### config.mk
export PLATFORM = sky130hd
export DESIGN_NAME = c17_bist_ctrl
export DESIGN_NICKNAME = d
export VERILOG_FILES = /design/src/rtl/c17_bist_pkg.sv /design/src/rtl/c17_misr.sv /design/src/rtl/c17_bist_ctrl.sv
export SDC_FILE = /design/constraint.sdc
export NUM_CORES = 1
export LEC_CHECK = 0
export CAP_MARGIN = 20
export CORE_MARGIN = 5
export CORE_UTILIZATION = 40
export DETAILED_ROUTE_END_ITERATION = 8
export PLACE_DENSITY = 0.74
export SYNTH_ARGS = -nofsm -noshare
export SYNTH_HDL_FRONTEND = slang
export SYNTH_SLANG_ARGS = --single-unit
### constraint.sdc
create_clock -name clk -period 1.8 [get_ports clk]
set_input_delay 0.18 -clock clk [delete_from_list [all_inputs] [get_ports clk]]
set_output_delay 0.18 -clock clk [all_outputs]
set_load 0.05 [all_outputs]
### src/rtl/c17_bist_pkg.sv
// Shared types, widths and LFSR/MISR helpers for the c17 BIST controller.
// C17_BIST_ALLZERO_EN: extends the LFSR so that 00000 is also applied (N_PAT=32).
package c17_bist_pkg;
    localparam int PAT_W  = 5;
    localparam int RESP_W = 2;
    localparam int SIG_W  = 8;
`ifdef C17_BIST_ALLZERO_EN
    localparam int N_PAT  = 32;
`else
    localparam int N_PAT  = 31;
`endif
    // x^5+x^3+1 feeds back q[4]^q[2]; MISR taps s[7],s[5],s[4],s[3]
    localparam logic [PAT_W-1:0] LFSR_TAPS = 5'b10100;
    localparam logic [SIG_W-1:0] MISR_TAPS = 8'b1011_1000;

    typedef enum logic [2:0] {
        S_IDLE, S_LOAD, S_APPLY, S_CAPTURE, S_DONE
    } state_t;

    function automatic logic [PAT_W-1:0] lfsr_next(input logic [PAT_W-1:0] q);
        logic fb;
        fb = ^(q & LFSR_TAPS);
`ifdef C17_BIST_ALLZERO_EN
        // de Bruijn extension: splice 00000 in between 10000 and 00001
        if (q[PAT_W-2:0] == '0)
            fb = ~fb;
`endif
        return {q[PAT_W-2:0], fb};
    endfunction
endpackage

### src/rtl/c17_misr.sv
// 8-bit multiple-input signature register compacting the c17 response.
// Behaviour does not depend on C17_BIST_ALLZERO_EN.
module c17_misr
    import c17_bist_pkg::*;
(
    input  logic              clk,
    input  logic              rst,
    input  logic              clr,
    input  logic              en,
    input  logic [RESP_W-1:0] resp,
    output logic [SIG_W-1:0]  sig
);
    always_ff @(posedge clk) begin
        if (rst || clr)
            sig <= '0;
        else if (en)
            sig <= {sig[SIG_W-2:0], ^(sig & MISR_TAPS)} ^ {{(SIG_W-RESP_W){1'b0}}, resp};
    end
endmodule

### src/rtl/c17_bist_ctrl.sv
// BIST controller for the ISCAS c17: LFSR stimulus, settle timing, MISR compaction.
// C17_BIST_ALLZERO_EN: also apply the all-zero pattern (32 patterns instead of 31).
module c17_bist_ctrl #(
    parameter int SETTLE_CYC = 1,
    parameter int SIG_W      = 8
) (
    input  logic             clk,
    input  logic             rst,
    input  logic             start,
    input  logic [4:0]       seed,
    input  logic [SIG_W-1:0] golden_sig,
    output logic [4:0]       pattern,
    input  logic [1:0]       resp,
    output logic             busy,
    output logic             done,
    output logic             pass,
    output logic [SIG_W-1:0] signature,
    output logic [5:0]       pat_cnt
);
    import c17_bist_pkg::*;

    localparam logic [3:0] SETTLE_LAST = 4'(SETTLE_CYC - 1);

    state_t     state, nxt;
    logic [3:0] settle;
    logic [5:0] cnt_inc;
    logic       last_pat;

    assign cnt_inc  = pat_cnt + 6'd1;
    assign last_pat = (cnt_inc == 6'(N_PAT));

    always_comb begin
        nxt = state;
        case (state)
            S_IDLE:    if (start) nxt = S_LOAD;
            S_LOAD:    nxt = S_APPLY;
            S_APPLY:   if (settle == SETTLE_LAST) nxt = S_CAPTURE;
            S_CAPTURE: nxt = last_pat ? S_DONE : S_APPLY;
            S_DONE:    nxt = S_IDLE;
            default:   nxt = S_IDLE;
        endcase
    end

    always_ff @(posedge clk) begin
        if (rst) begin
            state   <= S_IDLE;
            pattern <= '0;
            pat_cnt <= '0;
            pass    <= 1'b0;
            settle  <= '0;
        end else begin
            state <= nxt;
            case (state)
                S_LOAD: begin
                    pattern <= (seed == 5'd0) ? 5'd1 : seed;
                    pat_cnt <= '0;
                    pass    <= 1'b0;
                    settle  <= '0;
                end
                S_APPLY:
                    settle <= (settle == SETTLE_LAST) ? 4'd0 : settle + 4'd1;
                S_CAPTURE: begin
                    pat_cnt <= cnt_inc;
                    // the last pattern stays visible on the CUT after the run
                    if (!last_pat)
                        pattern <= lfsr_next(pattern);
                end
                S_DONE:
                    pass <= (signature == golden_sig);
                default: ;
            endcase
        end
    end

    assign busy = (state != S_IDLE);
    assign done = (state == S_DONE);

    c17_misr u_misr (
        .clk  (clk),
        .rst  (rst),
        .clr  (state == S_LOAD),
        .en   (state == S_CAPTURE),
        .resp (resp),
        .sig  (signature)
    );
endmodule

==> summary by stage <==
Critical path
Grouping stages by cell kind, the critical path spends the most delay in buffers and inverters. Among all stages on the critical path, the largest delay is contributed by clkdlybuf4s50_1. Traced cell by cell, the critical path runs through clkdlybuf4s50_1. The internal reg-to-reg setup slack is between 150 and 200 ps. The number of buffers and inverters on the critical path is 1. The capturing point of the worst reg2reg path is pattern[3]. The worst-case reg-to-reg path depth is 6. The startpoint identified for the worst register-to-register timing path is pat_cnt[0]. At the worst endpoint, the required time is 1620 ps. For the worst setup path, the data arrival time is ~1500 ps. The worst setup path is launched from a register.

The category of the most critical setup path is register to output pin. The worst setup path is captured at an output pin. On the worst path, the slowest cell contributes a delay of 840 ps. Of all nets on the critical path, the largest fanout is 4.

Drt
The remaining antenna violation count after routing is 0. For this run, design rule violations remaining after detail routing come to 0. After the first detailed-routing iteration, the DRC count stood at 57.

The number of iterations in the first detailed-routing pass is 4. The average via count per standard cell is 5.264. After detailed routing, the average wire length per cell comes to 12.83 um. The routed via count is approximately 1.5k. After detailed routing, the total wire length is 3644 um.

Floorplanning
The die covers slightly above 0.005 sq mm. The floorplan step set the die height to approximately 72 um. The I/O pin count is 40. The floorplan step set the die width to just over 70 um. The number of standard-cell rows in the floorplan is 22. Once the floorplan was initialized, standard cells occupied about two fifths of the core. The total area inside the core boundary comes to roughly 0.0037 sq mm.

Synthesis
Of the total synthesized cell area, the portion taken by AND, OR, NAND and NOR gates is 26.42%. The compound-gate portion of the synthesized area is about 18%. For this run, the number of Yosys warnings is 0.

In the synthesized netlist, mux cells make up between 1 and 1.5% of the area. The sequential share of the synthesized area is 35.12%. The parity-gate share of the synthesized area counting xor and xnor cells is a little over a tenth.

Counting distinct cell types in the post-synthesis netlist gives 43. Counting flops and latches in the post-synthesis netlist gives 27. The mean area per synthesized cell is 7.892 sq um. For this run, the leading register cell type out of synthesis is dfxtp_1. The post-synthesis instance area is 0.001539 sq mm. In the synthesized netlist the async set-or-reset flop fraction comes to 0%. The synthesized design contains 0 enable-type register cells. The gate count after technology mapping is 195. After Yosys synthesis, full adders, half adders and majority gates account for about 3.3% of the synthesized area. After synthesis, the largest family of logic cells by area is simple AND/OR/NAND/NOR gates. The number of nets in the synthesized netlist is approximately 220.

Clocking
The number of sinks handled by clock tree synthesis is 27. In this run the number of H-tree levels came out at 1. The TritonCTS buffer count is 3. For this design, the CTS-stage hold fixing added 0 buffers.

TritonCTS built the clock tree. The clock-pin slew reported for the worst setup and hold paths after clock tree synthesis is approximately 100 ps. For the worst-skew pair, the clock arrives at the later sink with an insertion delay of around 270 ps.

CTS placed an instance of clkbuf_8 at the clock tree root. The number of gates given a new drive strength after cts is 0. The post-CTS repair timing setup buffer count is 0. The maximum clock path buffer count is 2.

Power
The worst-case IR drop observed on VDD is about 0.32 mV. Net switching is between 20% and 30% of the power. Per report_power, the sequential group accounts for 50.0% of the total. The portion of total power attributed to combinational logic is 22.4%. The power per unit of standard cell area is around 600 mW/mm^2. The static leakage is 0.0007778 uW. The internal power of the cells totals 897.1 uW.

For this design the total switching power over the nets is 363.0 uW. The clock power share is around 28%.

Cells and area
The post-route netlist has about an eighth of its cells at a drive strength greater than 1. Leaving out filler cells and counting taps, the final layout contains 284. The final net count is around 260.

The number of antenna diodes in the final layout is 0. Measured on the finished design, the core utilization comes to around 56%. The area growth from synthesis to layout is 33.41%. The fill cell instance count of the final layout is 364.

Timing
The final number of hold-violating endpoints is 0. Setup repair after global routing left no endpoint under its margin. The worst path in the final design needs a cycle of 1712 ps, including I/O delays and setup. The worst path setup slack after routing is ~88 ps.

The count of pins over their slew limit was 0. At the pin with the least slew margin, the transition time is between 500 and 600 ps. The final-layout setup total negative slack is 0 ps. The maximum clock frequency is between 500 and 600 MHz. The fraction of the cycle the final worst path needs is roughly 95%. Final hold analysis gives a worst-case slack of ~500 ps. The max-slew headroom at the worst pin is between 60% and 70%. The total setup violations reported at the end of the flow is 0. The worst clock skew on the final layout is a little over 7 ps.

Placed design
The number of instances in the placed design is between 200 and 300. The count of input and output buffers is 39. Timing analysis after detailed placement gives a worst setup slack of roughly 200 ps.

The post-DP HPWL is approximately 2700 um. The final weighted congestion in routability-driven placement is 0.8504.

Global routing
The overall overflow remaining after global route is 0. Entering global routing, the biggest net connects 28 pins. The number of global-route vias before repair is 1390. The first global-routing pass estimated a little under 6000 um of wire. The initial antenna violation count came to 0. The overall track demand over capacity in global routing is between 10 and 15%.

Flow run
Max-cap violations in this run came to 0.

Hold path
The worst min-delay path category is register to register. The startpoint of the worst hold path is pat_cnt[1]. The worst hold path terminates at pat_cnt[1]. The hold path depth is 2.

Outcome
The run finished with clean final reports.
worst reg2reg max path, stage by stage, from the launching register on:
cell and delay (ps):
dfxtp_2 360, ha_1 250, xor2_1 150, and3_1 220, and2_4 180, a211o_1 260, a31oi_1 150
power groups by stage:
stage                     sequential, uW  clock [uW]  combinational, uW
after CTS                            630         352                282
after detailed placement             644           0                281
after global placement               643           0                281
after global routing                 633         375                302
after floorplan                      681           0                128
final                                630         349                282
cells by family after synthesis:
| group | Yosys count |
|---|---|
| xor gates and xnor gates | 18 |
| and+or+nand+nor | 82 |
| DFF | 27 |
| AOI/OAI and AO/OA | 44 |
| muxes | 2 |
| adders and majority gates | 4 |
| buffers and inverters | 18 |
layer usage:
layer | GRT usage [%] | vias up | wire length [um]
met3 | 2.770 | 6 | 178
met4 | 3.967 | 0 | 59
met2 | 23.78 | 44 | 1656
met1 | 18.07 | 681 | 1749
li1 | - | 764 | -
met5 | 0 | - | 0
synth_stat cells, types with 4 or more instances:
| master | count | area, sq um |
|---|---|---|
| nand2b_1 | 6 | 37.54 |
| nor4_1 | 4 | 25.02 |
| o21ai_1 | 5 | 25.02 |
| a21oi_1 | 20 | 100.1 |
| ha_1 | 4 | 50.05 |
| nor2_1 | 17 | 63.81 |
| clkbuf_1 | 4 | 15.01 |
| nand4_1 | 4 | 25.02 |
| xor2_1 | 11 | 96.34 |
| a31oi_1 | 4 | 25.02 |
| xnor2_1 | 6 | 52.55 |
| nand3_1 | 11 | 55.05 |
| nand2_1 | 23 | 86.33 |
| dfxtp_1 | 27 | 540.5 |
| buf_2 | 7 | 35.03 |
| inv_1 | 4 | 15.01 |
state kept, by name (all words and copies together), names as in the netlist:
| signal | count |
|---|---|
| pattern | 5 |
| pat_cnt | 6 |
| settle | 4 |
| state | 3 |
| pass | 1 |
| u_misr.sig | 8 |
worst max path at each step:
stage | from | end | cells after the start
5_1_grt | u_misr.sig[1] | signature[1] | 1
6_report | u_misr.sig[7] | signature[7] | 1
4_1_cts | u_misr.sig[7] | signature[7] | 1
3_5_place_dp | pat_cnt[0] | pattern[3] | 6
3_3_place_gp | pat_cnt[0] | pattern[3] | 6
2_1_floorplan | pat_cnt[2] | pattern[3] | 6
placed cells by master (no fill, tap or decap), types with 2 or more instances in the layout:
cell,n
clkdlybuf4s50_1,32
dfxtp_1,25
nand2_1,23
a21oi_1,20
buf_4,18
nor2_1,17
nand3_1,11
xor2_1,11
nand2b_1,6
xnor2_1,6
o21ai_1,5
inv_1,4
nand4_1,4
nor4_1,4
a31oi_1,4
ha_1,4
o211ai_1,3
clkbuf_8,3
and2_1,2
and3_1,2
nor3b_1,2
nor2b_1,2
nand3b_1,2
nor3_1,2
o21ai_0,2
or2_1,2
dfxtp_2,2
through the flow:
| step | area [sq um] | power (uW) |
|---|---|---|
| 3_5_place_dp | 2008 | 925.7 |
| 4_1_cts | 2053 | 1265 |
| 2_1_floorplan | 1541 | 809.5 |
| 5_1_grt | 2053 | 1311 |
| 6_report | 2053 | 1260 |
| 3_3_place_gp | 2008 | 924.4 |
final cells by class:
| class | instances | area [sq um] | share of cell area, % |
|---|---|---|---|
| well taps | 48 | 60.06 | 2.925 |
| repair buffers | 51 | 475.5 | 23.16 |
| clock buffers | 4 | 45.04 | 2.194 |
| multi-input cells | 150 | 914.6 | 44.55 |
| flip-flops and latches | 27 | 543.0 | 26.45 |
| inverters | 4 | 15.01 | 0.7313 |
Note: power is estimated with default switching activity, not from simulation.
